### src/rtl/bnn_fc_xnor_classifier_if.sv
// Signal bundle between the pooled-feature source / weight ROM (master side)
// and the binary fully-connected classifier (slave side).
interface bnn_fc_xnor_classifier_if #(
  parameter int CHUNK       = 13,
  parameter int SCORE_WIDTH = 8,
  parameter int CLASS_WIDTH = 4,
  parameter int ADDR_WIDTH  = 8
);
  logic                   pixel_in;
  logic                   valid_in;
  logic [ADDR_WIDTH-1:0]  weight_addr;
  logic [CHUNK-1:0]       weight_data;
  logic [SCORE_WIDTH-1:0] score_out;
  logic [CLASS_WIDTH-1:0] score_class;
  logic                   score_valid;
  logic [CLASS_WIDTH-1:0] class_out;
  logic                   class_valid;
  logic                   busy;
  logic                   drop_err;

  modport slave (
    input  pixel_in, valid_in, weight_data,
    output weight_addr, score_out, score_class, score_valid,
           class_out, class_valid, busy, drop_err
  );

  modport master (
    output pixel_in, valid_in, weight_data,
    input  weight_addr, score_out, score_class, score_valid,
           class_out, class_valid, busy, drop_err
  );
endinterface

### src/rtl/bnn_fc_xnor_classifier.sv
// Binary FC output layer: collects one pooled frame, scores every class by
// XNOR-popcount against ROM weights CHUNK bits per cycle, then emits argmax.
module bnn_fc_xnor_classifier #(
  parameter int IN_BITS     = 169,
  parameter int NUM_CLASSES = 10,
  parameter int CHUNK       = 13,
  parameter int SCORE_WIDTH = 8,
  parameter int CLASS_WIDTH = 4,
  parameter int ADDR_WIDTH  = 8
) (
  input  logic                        clk,
  input  logic                        reset,
  bnn_fc_xnor_classifier_if.slave     bus
);

  localparam int NUM_CHUNKS      = IN_BITS / CHUNK;
  localparam int CNT_WIDTH       = $clog2(IN_BITS);
  localparam int CHUNK_IDX_WIDTH = (NUM_CHUNKS > 1) ? $clog2(NUM_CHUNKS) : 1;
  localparam int POP_WIDTH       = $clog2(CHUNK + 1);

  // DRAIN covers the two pipeline cycles after the last ROM address.
  typedef enum logic [1:0] {S_COLLECT, S_COMPUTE, S_DRAIN, S_FINISH} state_t;

  state_t                     state, state_next;
  logic [IN_BITS-1:0]         feature;
  logic [CNT_WIDTH-1:0]       bit_cnt;
  logic [CHUNK_IDX_WIDTH-1:0] issue_chunk, tag_chunk;
  logic [CLASS_WIDTH-1:0]     issue_class, tag_class, best_class;
  logic                       tag_valid;
  logic [SCORE_WIDTH-1:0]     acc, acc_next, best_score;
  logic [POP_WIDTH-1:0]       pop;
  logic [CHUNK-1:0]           feat_chunk, match;
  logic                       accept, last_bit, last_issue, tag_last_chunk, final_score;

  assign accept         = bus.valid_in && (state == S_COLLECT);
  assign last_bit       = (bit_cnt == CNT_WIDTH'(IN_BITS - 1));
  assign last_issue     = (issue_class == CLASS_WIDTH'(NUM_CLASSES - 1)) &&
                          (issue_chunk == CHUNK_IDX_WIDTH'(NUM_CHUNKS - 1));
  assign tag_last_chunk = (tag_chunk == CHUNK_IDX_WIDTH'(NUM_CHUNKS - 1));
  assign final_score    = bus.score_valid && (bus.score_class == CLASS_WIDTH'(NUM_CLASSES - 1));

  always_ff @(posedge clk) begin
    if (reset) state <= S_COLLECT;
    else       state <= state_next;
  end

  always_comb begin
    // NOTE: every always_comb output gets a default first so no latch is inferred.
    state_next = state;
    case (state)
      S_COLLECT: if (accept && last_bit) state_next = S_COMPUTE;
      S_COMPUTE: if (last_issue)         state_next = S_DRAIN;
      S_DRAIN:   if (final_score)        state_next = S_FINISH;
      S_FINISH:                          state_next = S_COLLECT;
    endcase
  end

  // Stage 2: weight_data belongs to the address issued one cycle earlier.
  always_comb begin
    feat_chunk = feature[int'(tag_chunk) * CHUNK +: CHUNK];
    match      = ~(feat_chunk ^ bus.weight_data);
    pop        = '0;
    for (int j = 0; j < CHUNK; j++) pop = pop + POP_WIDTH'(match[j]);
    acc_next   = ((tag_chunk == '0) ? {SCORE_WIDTH{1'b0}} : acc) + SCORE_WIDTH'(pop);
  end

  // NOTE: the feature store has no reset; every bit is rewritten before a frame is scored.
  always_ff @(posedge clk) begin
    if (accept) feature[bit_cnt] <= bus.pixel_in;
  end

  always_ff @(posedge clk) begin
    // NOTE: sequential state uses non-blocking assignments only, so all regs update together.
    if (reset) begin
      bit_cnt         <= '0;
      issue_chunk     <= '0;
      issue_class     <= '0;
      tag_chunk       <= '0;
      tag_class       <= '0;
      tag_valid       <= 1'b0;
      acc             <= '0;
      best_score      <= '0;
      best_class      <= '0;
      bus.weight_addr <= '0;
      bus.score_out   <= '0;
      bus.score_class <= '0;
      bus.score_valid <= 1'b0;
      bus.class_out   <= '0;
      bus.class_valid <= 1'b0;
      bus.busy        <= 1'b0;
      bus.drop_err    <= 1'b0;
    end else begin
      bus.score_valid <= 1'b0;
      bus.class_valid <= 1'b0;
      tag_valid       <= 1'b0;
      bus.busy        <= (state_next != S_COLLECT);

      if (bus.valid_in && (state != S_COLLECT)) bus.drop_err <= 1'b1;

      if (accept) begin
        bit_cnt <= last_bit ? '0 : bit_cnt + 1'b1;
        if (last_bit) begin
          bus.weight_addr <= '0;
          issue_chunk     <= '0;
          issue_class     <= '0;
        end
      end

      if (state == S_COMPUTE) begin
        tag_valid <= 1'b1;
        tag_chunk <= issue_chunk;
        tag_class <= issue_class;
        if (!last_issue) begin
          bus.weight_addr <= bus.weight_addr + 1'b1;
          if (issue_chunk == CHUNK_IDX_WIDTH'(NUM_CHUNKS - 1)) begin
            issue_chunk <= '0;
            issue_class <= issue_class + 1'b1;
          end else begin
            issue_chunk <= issue_chunk + 1'b1;
          end
        end
      end

      if (tag_valid) begin
        acc <= acc_next;
        if (tag_last_chunk) begin
          bus.score_valid <= 1'b1;
          bus.score_out   <= acc_next;
          bus.score_class <= tag_class;
          // Strictly greater keeps the lowest index on ties.
          if ((tag_class == '0) || (acc_next > best_score)) begin
            best_score <= acc_next;
            best_class <= tag_class;
          end
        end
      end

      if ((state == S_DRAIN) && final_score) begin
        bus.class_valid <= 1'b1;
        bus.class_out   <= best_class;
      end
    end
  end

endmodule

### src/flat_wrapper.sv
// flat-port wrapper written by rule: the top's interface ports become plain ports
module bnn_fc_xnor_classifier_flat 
#(
  parameter int IN_BITS     = 169,
  parameter int NUM_CLASSES = 10,
  parameter int CHUNK       = 13,
  parameter int SCORE_WIDTH = 8,
  parameter int CLASS_WIDTH = 4,
  parameter int ADDR_WIDTH  = 8
)
  (clk, reset, bus_pixel_in, bus_valid_in, bus_weight_data, bus_weight_addr, bus_score_out, bus_score_class, bus_score_valid, bus_class_out, bus_class_valid, bus_busy, bus_drop_err);
  bnn_fc_xnor_classifier_if #(.CHUNK(CHUNK), .SCORE_WIDTH(SCORE_WIDTH), .CLASS_WIDTH(CLASS_WIDTH), .ADDR_WIDTH(ADDR_WIDTH)) bus_i ();
  input  logic clk;
  input  logic reset;
  input wire logic [$bits(bus_i.pixel_in)-1:0] bus_pixel_in;
  input wire logic [$bits(bus_i.valid_in)-1:0] bus_valid_in;
  input wire logic [$bits(bus_i.weight_data)-1:0] bus_weight_data;
  output wire logic [$bits(bus_i.weight_addr)-1:0] bus_weight_addr;
  output wire logic [$bits(bus_i.score_out)-1:0] bus_score_out;
  output wire logic [$bits(bus_i.score_class)-1:0] bus_score_class;
  output wire logic [$bits(bus_i.score_valid)-1:0] bus_score_valid;
  output wire logic [$bits(bus_i.class_out)-1:0] bus_class_out;
  output wire logic [$bits(bus_i.class_valid)-1:0] bus_class_valid;
  output wire logic [$bits(bus_i.busy)-1:0] bus_busy;
  output wire logic [$bits(bus_i.drop_err)-1:0] bus_drop_err;
  assign bus_i.pixel_in = bus_pixel_in;
  assign bus_i.valid_in = bus_valid_in;
  assign bus_i.weight_data = bus_weight_data;
  assign bus_weight_addr = bus_i.weight_addr;
  assign bus_score_out = bus_i.score_out;
  assign bus_score_class = bus_i.score_class;
  assign bus_score_valid = bus_i.score_valid;
  assign bus_class_out = bus_i.class_out;
  assign bus_class_valid = bus_i.class_valid;
  assign bus_busy = bus_i.busy;
  assign bus_drop_err = bus_i.drop_err;
  bnn_fc_xnor_classifier #(.IN_BITS(IN_BITS), .NUM_CLASSES(NUM_CLASSES), .CHUNK(CHUNK), .SCORE_WIDTH(SCORE_WIDTH), .CLASS_WIDTH(CLASS_WIDTH), .ADDR_WIDTH(ADDR_WIDTH)) u_core (.clk(clk), .reset(reset), .bus(bus_i));
endmodule
### config.mk
export PLATFORM = sky130hd
export DESIGN_NAME = bnn_fc_xnor_classifier_flat
export DESIGN_NICKNAME = d
export VERILOG_FILES = /design/src/rtl/bnn_fc_xnor_classifier_if.sv /design/src/rtl/bnn_fc_xnor_classifier.sv /design/src/flat_wrapper.sv
export SDC_FILE = /design/constraint.sdc
export NUM_CORES = 1
export LEC_CHECK = 0
export ABC_AREA = 0
export BUFFER_PORTS_ARGS = -buffer_cell sky130_fd_sc_hd__buf_4
export CORE_MARGIN = 3
export CORE_UTILIZATION = 40
export CTS_CLUSTER_SIZE = 16
export DETAILED_ROUTE_END_ITERATION = 10
export PLACE_DENSITY_LB_ADDON = 0.08
export RECOVER_POWER = 25
export SYNTH_ARGS = -nofsm -noshare
export SYNTH_HDL_FRONTEND = slang
export SYNTH_SLANG_ARGS = --single-unit
### constraint.sdc
create_clock -name clk -period 8.8 [get_ports clk]
set_input_delay 0.88 -clock clk [delete_from_list [all_inputs] [get_ports clk]]
set_output_delay 0.88 -clock clk [all_outputs]
set_load 0.03 [all_outputs]
==> results of run 1 <==
[sequential cells by signal, indices dropped and copies added (netlist names)]
register                flops
u_core.feature            169
u_core.acc                  8
u_core.best_score           8
u_core.bit_cnt              8
u_core.bus.score_out        8
u_core.bus.weight_addr      8
u_core.best_class           4
u_core.bus.class_out        4
u_core.bus.score_class      4
u_core.issue_chunk          4
u_core.issue_class          4
u_core.tag_chunk            4
u_core.tag_class            4
u_core.state                2
u_core.bus.busy             1
u_core.bus.class_valid      1
u_core.bus.drop_err         1
u_core.bus.score_valid      1
u_core.tag_valid            1
[cell type report]
class                   instances  share of cell area (%)
well taps                     372                   3.650
multi-input cells             643                   33.64
clock inverters                13                  0.9321
flip-flops and latches        244                   51.59
repair buffers                 58                   2.963
clock buffers                  41                   6.397
inverters                      28                  0.8242
[cell families (layout without fill, tap and decap cells)]
kind of cell | after synthesis | after routing | synth area share, %
compound gates | 111 | 111 | 6.102
xor+xnor | 25 | 25 | 2.015
fa+ha+maj | 36 | 36 | 4.543
buf+inv | 86 | 140 | 3.196
flops | 244 | 244 | 58.52
mux | 62 | 62 | 9.887
simple gates | 409 | 409 | 15.73
[power groups by stage]
stage / logic (mW) / clock network, mW / registers (mW)
after floorplan: 0.222 / 0 / 1.25
after global placement: 0.337 / 0 / 1.25
after detailed placement: 0.338 / 0 / 1.25
after CTS: 0.340 / 1.19 / 1.23
after global routing: 0.375 / 1.25 / 1.23
final: 0.332 / 1.17 / 1.23
[placed cells by master (no fill, tap or decap), drive strengths merged, types with 13 or more instances in the layout]
cell / netlist / routed
buf: 19 / 36
mux4: 39 / 39
dfxtp: 75 / 75
edfxtp: 169 / 169
ha: 28 / 28
a21oi: 47 / 47
nand3: 25 / 25
xor2: 13 / 13
nand2: 111 / 111
a221oi: 13 / 13
clkbuf: 39 / 63
inv: 26 / 29
nor2: 214 / 214
a31oi: 14 / 14
o21ai: 15 / 15
mux2i: 21 / 21
[critical path: cells and delay by family, from the launching register on]
kind,cells,cell delay (ps)
compound gates,6,1290
xor+xnor,2,290
fa+ha+maj,9,3650
buf+inv,4,570
flops,1,600
mux,2,860
simple gates,4,550
[per-stage QoR]
step / util [%] / setup WS [ps]
floorplan: - / 1396
finish: 46.80 / 872.4
global route: 46.80 / 329.3
global placement: 43.71 / 832.7
detailed placement: 43.71 / 803.5
CTS: 47.14 / 795.4
[routing by layer]
metal | vias up | track usage [%] | routed length [um]
met5 | - | 0 | 0
met4 | 0 | 4.859 | 652
met3 | 43 | 3.745 | 2056
met1 | 3821 | 29.21 | 14050
met2 | 211 | 30.21 | 13480
li1 | 3525 | - | -
[worst max path at each step]
stage / to / slack [ps] / cells after the start
finish: u_core.best_score[2] / 870 / 27
global route: u_core.best_score[2] / 330 / 26
CTS: u_core.best_score[2] / 800 / 27
detailed placement: u_core.best_score[2] / 800 / 27
global placement: u_core.best_score[2] / 830 / 26
floorplan: u_core.best_score[2] / 1400 / 26
==> results.cfg, run 1 <==
[floorplan]
floorplan.io_pins = 45
floorplan.die.width_um = 173.6
die_height_um = 173.6
effective_utilization_at_floorplan_pct = 41.24
fp-row-count = 60
coreArea_um2 = 27250
floorplan.die_area_um2 = 30140

[worst_setup_path]
critical-path-slowest-cell = dfxtp_2
ff2ff_path_depth = 27
cp-end-kind = flip-flop
critical-path-top-cell-by-count = fa_1
worst_setup_path_startpoint = u_core.tag_chunk[0]
cp_data_arrival_time_ps = 8360
r2r-start = u_core.tag_chunk[0]
worst_ep_required_time_ps = 9230
timing.rr.end = u_core.best_score[2]
setup.worst_path.start_class = flip-flop
r2r_slack_ps = 870
timing_worst_setup_path_type = reg2reg
timing.critical_path.slowest_cell_delay_ps = 600
timing.critical_path.fanout_max = 13

[power]
worst_ir_drop_vdd_v = 0.0001443
power_frac_clock_pct = 43.0
power_density_nw_per_um2 = 214.5
finalPower_mw = 2.735
total_leakage_power_nw = 4.248
switching_power_uw = 667.3
share_comb_of_total_power_pct = 12.1
power.sequential.fraction_pct = 44.9
switching_share_pct = 24.40
internal_power_mw = 2.068

[clock_tree]
worst_setup_hold_path_clk_slew_ps = 60
htree_levels = 1
postCtsSetupRepairBufs = 0
sink_count = 244
ctsRootBufferMaster = clkbuf_16
tritoncts = built
clock_tree.buffer_depth = 3
number_of_buffers_added_by_the_clock_tree_synthesis_step = 29
cts.hold.buffers_added = 0
clock_insertion_delay_worst_skew_ps = 550
cts.repair.resized = 0

[routing]
route.detailed.vias_per_inst = 5.432
routed_wire_length_per_instance_um = 21.62
drc = 0
first_pass_iters = 5
detailroute.via_count = 7600
drt_wirelength_um = 30250
route.antenna.remaining_nets = 0
drt_iter0_markers = 807

[logic_synthesis]
ys.flop_type = edfxtp_1
yosys_warnings = 0
post-synth-top-count-cell = nor2_1
share_of_synthesized_registers_carrying_an_async_set_or_reset_pct = 0
synth-edff-count = 169
synth_top_area_share_pct = 45.16
synth.top_cells.by_count = 214 x nor2_1, 169 x edfxtp_1, 111 x nand2_1
netlist-cell-type-count = 56
number_of_synthesized_register_bits = 244
post_synth_instance_area_um2 = 11240
synthCells = 973
synthDominantAreaCellType = edfxtp_1
syn-num-nets = 1026
avgSynthCellArea_um2 = 11.55
synth_area_leaders = edfxtp_1 45%, dfxtp_1 13%, mux4_2 7.8%
synth.yosys.seq_area_share_pct = 58.52

[sta]
post_route_clock_skew_ps = 12.87
worst_hold_slack_ps = 451.4
timing.fmax_ghz = 0.1261
finalHoldViolations = 0
relSlewSlack_pct = -74.56
totalNegativeSetupSlack_ps = 0
drv_slew = 117
layout_worst_path_cycle_share_pct = 90.09
timing_worst_slew_pin_value_ps = 2618
period_needed_ps = 7928
final_setup_violation_count = 0
rsz0062_at_grt = no

[hold_path]
whs_endpoint = u_core.bus.score_out[1]
start_point_of_the_worst_min_delay_path = u_core.bus.score_out[1]
worstHoldPathType = reg2reg
holdPathStages = 2

[placement]
placedInstanceArea_um2 = 11910
placed_cells = 1345
port-buffer-count = 44
final_wtd_congestion = 0.8110
dp.final_hpwl_um = 19600

[global_routing]
maximum_number_of_pins_on_one_net_before_global_route_repair = 113
antenna_found_initial = 0
gr-total-overflow = 0
grt_pass1_vias = 7390
gr-usage-all-layers_pct = 19.76
global_route_wire_length_before_repair_um = 45840

[cells_and_area]
final_cells = 1399
multiInputGateArea_um2 = 4290
area_growth_syn_to_layout_pct = 13.48
ff_latch_area_um2 = 6579
antenna_cells_inserted = 0
finalNetCount = 1057
post_route_cells_drive_above_1_share_pct = 12.17
final_design_area_no_fill_um2 = 12750
final.fill_count = 2605

[outcome]
run_status = finished, violations left
violations = max-capacitance violations, max-slew violations

[flow_run]
maxCapViolCount = 2
(Power assumes the default switching activity.)
==> run 2: changes to the inputs <==
==> constraint.sdc (replaced) <==
create_clock -name clk -period 8.8 [get_ports clk]
set_input_delay 1.76 -clock clk [delete_from_list [all_inputs] [get_ports clk]]
set_output_delay 1.76 -clock clk [all_outputs]
set_load 0.03 [all_outputs]
==> results.cfg, run 2 (synthesis results as in run 1) <==
[cells_and_area]
utilization_pct = 46.45
final_design_area_no_fill_um2 = 12660
largest_register = u_core.feature
multiInputGateArea_um2 = 4302
final_cell_mix = 214 x nor2_1, 169 x edfxtp_1, 111 x nand2_1
area_growth_syn_to_layout_pct = 12.64
final.fill_count = 2539
ff_latch_area_um2 = 6579
antenna_cells_inserted = 0
most_frequent_standard_cell_in_the_layout_excluding_fill_and_tap_cells = nor2_1
finalNetCount = 1057
largest_reg_flops = 169
post_route_cells_drive_above_1_share_pct = 11.31

[outcome]
run_status = finished, violations left
violations = max-capacitance violations, max-slew violations

[global_routing]
grt_pass1_vias = 7596
maximum_number_of_pins_on_one_net_before_global_route_repair = 133
global_route_wire_length_before_repair_um = 45400
gr-usage-all-layers_pct = 19.18
gr-total-overflow = 0
antenna_found_initial = 0

[floorplan]
coreArea_um2 = 27250
floorplan.die_area_um2 = 30140
effective_utilization_at_floorplan_pct = 41.24
die_height_um = 173.6
floorplan.die.width_um = 173.6
fp-row-count = 60
floorplan.io_pins = 45

[hold_path]
worstHoldPathType = reg2reg
start_point_of_the_worst_min_delay_path = u_core.bus.score_out[1]

[worst_setup_path]
worst_ep_required_time_ps = 9260
cp_data_arrival_time_ps = 8540
setup.worst_path.start_class = flip-flop
r2r-start = u_core.tag_chunk[0]
timing.critical_path.fanout_max = 11
cp-end-kind = flip-flop
worst_setup_path_startpoint = u_core.tag_chunk[0]
timing_worst_setup_path_type = reg2reg

[power]
total_leakage_power_nw = 4.195
power_density_nw_per_um2 = 210.6
worst_ir_drop_vdd_v = 0.0001187
finalPower_mw = 2.666

[placement]
port-buffer-count = 44
final_wtd_congestion = 0.8060
dp.final_hpwl_um = 19010
placedInstanceArea_um2 = 11890

[sta]
final_setup_violation_count = 0
period_needed_ps = 8084
timing.fmax_ghz = 0.1237
post_route_clock_skew_ps = 10.33
timing_worst_slew_pin_value_ps = 4988
rsz0062_at_grt = no
relSlewSlack_pct = -232.5
drv_slew = 191
layout_worst_path_cycle_share_pct = 91.87
totalNegativeSetupSlack_ps = 0
finalHoldViolations = 0

[clock_tree]
number_of_buffers_added_by_the_clock_tree_synthesis_step = 28
worst_setup_hold_path_clk_slew_ps = 60
sink_count = 244
cts.hold.buffers_added = 0
clock_insertion_delay_worst_skew_ps = 530
clock_tree.buffer_depth = 3
cts.repair.resized = 0
tritoncts = built
htree_levels = 1
postCtsSetupRepairBufs = 0
ctsRootBufferMaster = clkbuf_16

[routing]
routed_wire_length_per_instance_um = 20.80
first_pass_iters = 5
route.antenna.remaining_nets = 0
drc = 0
drt_iter0_markers = 634
route.detailed.vias_per_inst = 5.373
drt_wirelength_um = 29080
detailroute.via_count = 7512

[flow_run]
maxCapViolCount = 2
## run 2: changes by cell type in the layout (fill, tap and decap cells not counted), sizes merged
cell,before,now
buf,36,27
clkbuf,63,75
inv,29,26
bufinv,2,1
## run 2: final timing paths
check	to	slack [ps]	cells after the start
max	u_core.best_score[6]	720	27
min	u_core.bus.score_out[1]	450	2
max reg2reg	u_core.best_score[6]	720	27
min reg2reg	u_core.bus.score_out[1]	450	2
## run 2: worst max-delay path, cell delays in order, from the launching register on
cell and delay [ps]:
dfxtp_2 560, buf_4 260, mux4_2 520, a221oi_1 270, a31oi_1 140, xnor2_1 180, ha_1 280, inv_1 50
fa_1 500, fa_1 510, fa_1 520, fa_1 550, inv_1 40, ha_1 220, fa_1 380, xor2_1 150
ha_1 370, o21a_1 200, a21oi_1 330, nor4_1 130, or2_1 260, ha_1 300, a211oi_1 200, nor2_1 80
o311a_1 330, a21oi_1 210, buf_4 260, mux2i_1 210
## run 2: area by class of cell
cell class	count	area share, %
flip-flops and latches	244	51.98
multi-input cells	643	33.99
clock buffers	43	6.416
well taps	372	3.677
repair buffers	59	2.550
inverters	28	0.8304
clock inverters	9	0.5635
## run 2: where the power goes
group          switching, mW  internal (mW)
Sequential           0.00127           1.23
Combinational          0.189          0.135
Clock                  0.449          0.661
Total                  0.640           2.03
## run 2: stage by stage
stage	std cells	hold WS, ps	worst slack [ps]
6_report	1398	452.6	715.6
5_1_grt	1398	481.3	193.4
4_1_cts	1398	458.8	679.5
3_5_place_dp	1346	450.8	635.7
3_3_place_gp	1346	437.3	694.7
2_1_floorplan	973	437.3	1138
## run 2: routing by layer
layer	GRT usage [%]	part of all wire [%]
met5	0	0
met4	3.887	1.5
met3	3.460	5.9
met2	29.93	45
met1	28.27	47
==> run 3: changes to the inputs <==
clock period = 7.7 ns   (was 8.8 ns; I/O delays follow)
==> results.cfg, run 3 (synthesis results as in run 1) <==
[clock_tree]
tritoncts = built
clock_tree.buffer_depth = 3
sink_count = 244
clock_insertion_delay_worst_skew_ps = 540
htree_levels = 1
number_of_buffers_added_by_the_clock_tree_synthesis_step = 28
ctsRootBufferMaster = clkbuf_16
worst_setup_hold_path_clk_slew_ps = 60
cts.hold.buffers_added = 0

[worst_setup_path]
worst_setup_path_startpoint = u_core.tag_chunk[0]
r2r-start = u_core.tag_chunk[0]
cp_data_arrival_time_ps = 7840
worst_ep_required_time_ps = 8120
cp-end-kind = flip-flop
cpLargestDelayFamily = adder cells
timing.rr.end = u_core.best_score[2]
timing.critical_path.slowest_cell_delay_ps = 550
timing.critical_path.fanout_max = 4
critical-path-top-cell-by-count = fa_1
ff2ff_path_depth = 26
crit_path_end = u_core.best_score[2]
path_depth = 26
critical-path-slowest-cell = fa_1
critical_path_buf_inv_count = 4
r2r_slack_ps = 280
timing_worst_setup_path_type = reg2reg
setup.worst_path.start_class = flip-flop

[sta]
drv_slew = 59
timing_worst_slew_pin_value_ps = 2284
worst_hold_slack_ps = 453.9
relSlewSlack_pct = -52.27
period_needed_ps = 7421
layout_worst_path_cycle_share_pct = 96.38
final_setup_violation_count = 0
timing.fmax_ghz = 0.1348
finalHoldViolations = 0
post_route_clock_skew_ps = 15.90

[routing]
drt_iter0_markers = 623
drt_wirelength_um = 29340
route.detailed.vias_per_inst = 5.451
detailroute.via_count = 7773
first_pass_iters = 5
routed_wire_length_per_instance_um = 20.57
drc = 0
route.antenna.remaining_nets = 0

[flow_run]
maxCapViolCount = 1

[cells_and_area]
utilization_pct = 48.27
finalNetCount = 1086
area_growth_syn_to_layout_pct = 17.06
antenna_cells_inserted = 0
largest_reg_flops = 169
most_frequent_standard_cell_in_the_layout_excluding_fill_and_tap_cells = nor2_1
largest_register = u_core.feature
final_cell_mix = 214 x nor2_1, 169 x edfxtp_1, 110 x nand2_1
post_route_cells_drive_above_1_share_pct = 18.50

[global_routing]
antenna_found_initial = 0
gr-usage-all-layers_pct = 19.03
maximum_number_of_pins_on_one_net_before_global_route_repair = 113
gr-total-overflow = 0
grt_pass1_vias = 7552
global_route_wire_length_before_repair_um = 44830

[outcome]
run_status = finished, violations left
violations = max-capacitance violations, max-slew violations

[floorplan]
effective_utilization_at_floorplan_pct = 41.24
coreArea_um2 = 27250
floorplan.io_pins = 45
floorplan.die.width_um = 173.6
floorplan.die_area_um2 = 30140
die_height_um = 173.6
fp-row-count = 60

[power]
worst_ir_drop_vdd_v = 0.0001415
power_density_nw_per_um2 = 234.3
finalPower_mw = 3.082
total_leakage_power_nw = 4.513

[placement]
final_wtd_congestion = 0.8015
port-buffer-count = 44
dp.final_hpwl_um = 19080

[hold_path]
worstHoldPathType = reg2reg
run 3: cell count changes in the layout (fill, tap and decap cells not counted), moves of 3 or more:
| cell | previous run | this run |
|---|---|---|
| buf_4 | 27 | 79 |
| buf_12 | 0 | 3 |
| a31oi_1 | 14 | 10 |
| a221oi_2 | 0 | 7 |
| buf_6 | 0 | 3 |
| clkbuf_1 | 42 | 10 |
| a221oi_1 | 13 | 6 |
| a31oi_2 | 0 | 4 |
run 3: metrics by stage:
step	TNS, ps	area [um^2]	worst slack (ps)	std cells
after floorplan	0	11240	258.1	973
after global placement	-457.5	12050	-46.93	1364
after detailed placement	-882.6	12050	-101.9	1364
after CTS	0	12930	26.33	1415
after global routing	-6.181	13150	-3.768	1426
final	0	13150	279.0	1426
run 3: final cells by class:
class                           instances  area [um^2]
Clock buffer                           41        804.5
Sequential cell                       244         6581
Tap cell                              372        465.4
Inverter                               28        105.1
Fill cell                            2529        14100
Multi-Input combinational cell        643         4405
Timing Repair Buffer                   88        719.4
Clock inverter                         10        72.57
run 3: worst min-delay path by stage:
| stage | slack [ps] | startpoint | cells after the start | endpoint |
|---|---|---|---|---|
| CTS | 460 | u_core.bus.score_out[5] | 2 | u_core.bus.score_out[5] |
| global route | 470 | u_core.bus.score_out[3] | 2 | u_core.bus.score_out[3] |
| floorplan | 440 | u_core.best_class[0] | 2 | u_core.best_class[0] |
| finish | 450 | u_core.bus.drop_err | 2 | u_core.bus.drop_err |
| detailed placement | 450 | u_core.bus.drop_err | 2 | u_core.bus.drop_err |
| global placement | 440 | u_core.bus.drop_err | 2 | u_core.bus.drop_err |
run 3: timing repair:
item / CTS / global route
gates resized for setup: 1 / 26
hold endpoints to repair: 0 / 0
setup buffers: 0 / 11
setup endpoints to repair: 3 / 12
pin swaps: 0 / 18
gates cloned: 0 / 2
run 3: worst register-to-register path, cell delays in order (launching register included):
cell,delay [ps]
dfxtp_4,410
buf_12,140
buf_4,130
mux4_2,510
a221oi_2,280
a31oi_2,100
xnor2_1,160
ha_1,270
inv_1,40
fa_1,440
fa_1,510
fa_1,440
fa_1,550
inv_1,40
ha_2,190
fa_1,480
ha_1,310
a211o_1,290
a21oi_2,210
nor4_1,80
or2_1,300
ha_4,230
a211oi_2,200
nor2_1,80
o311a_1,350
a21oi_2,220
mux2_2,350
run 3: where the power goes:
| part | internal (mW) | total, mW | leakage (nW) | switching (mW) |
|---|---|---|---|---|
| sequential | 1.40 | 1.40 | 2.12 | 0.00138 |
| clock | 0.753 | 1.27 | 0.436 | 0.516 |
| combinational | 0.185 | 0.410 | 1.95 | 0.224 |
run 3: routing by layer:
| metal | vias to the layer above | GRT usage [%] | wire length, um |
|---|---|---|---|
| met4 | 0 | 3.887 | 463 |
| li1 | 3589 | - | - |
| met5 | - | 0 | 0 |
| met1 | 3920 | 28.93 | 13890 |
| met3 | 42 | 3.066 | 1756 |
| met2 | 222 | 28.94 | 13230 |
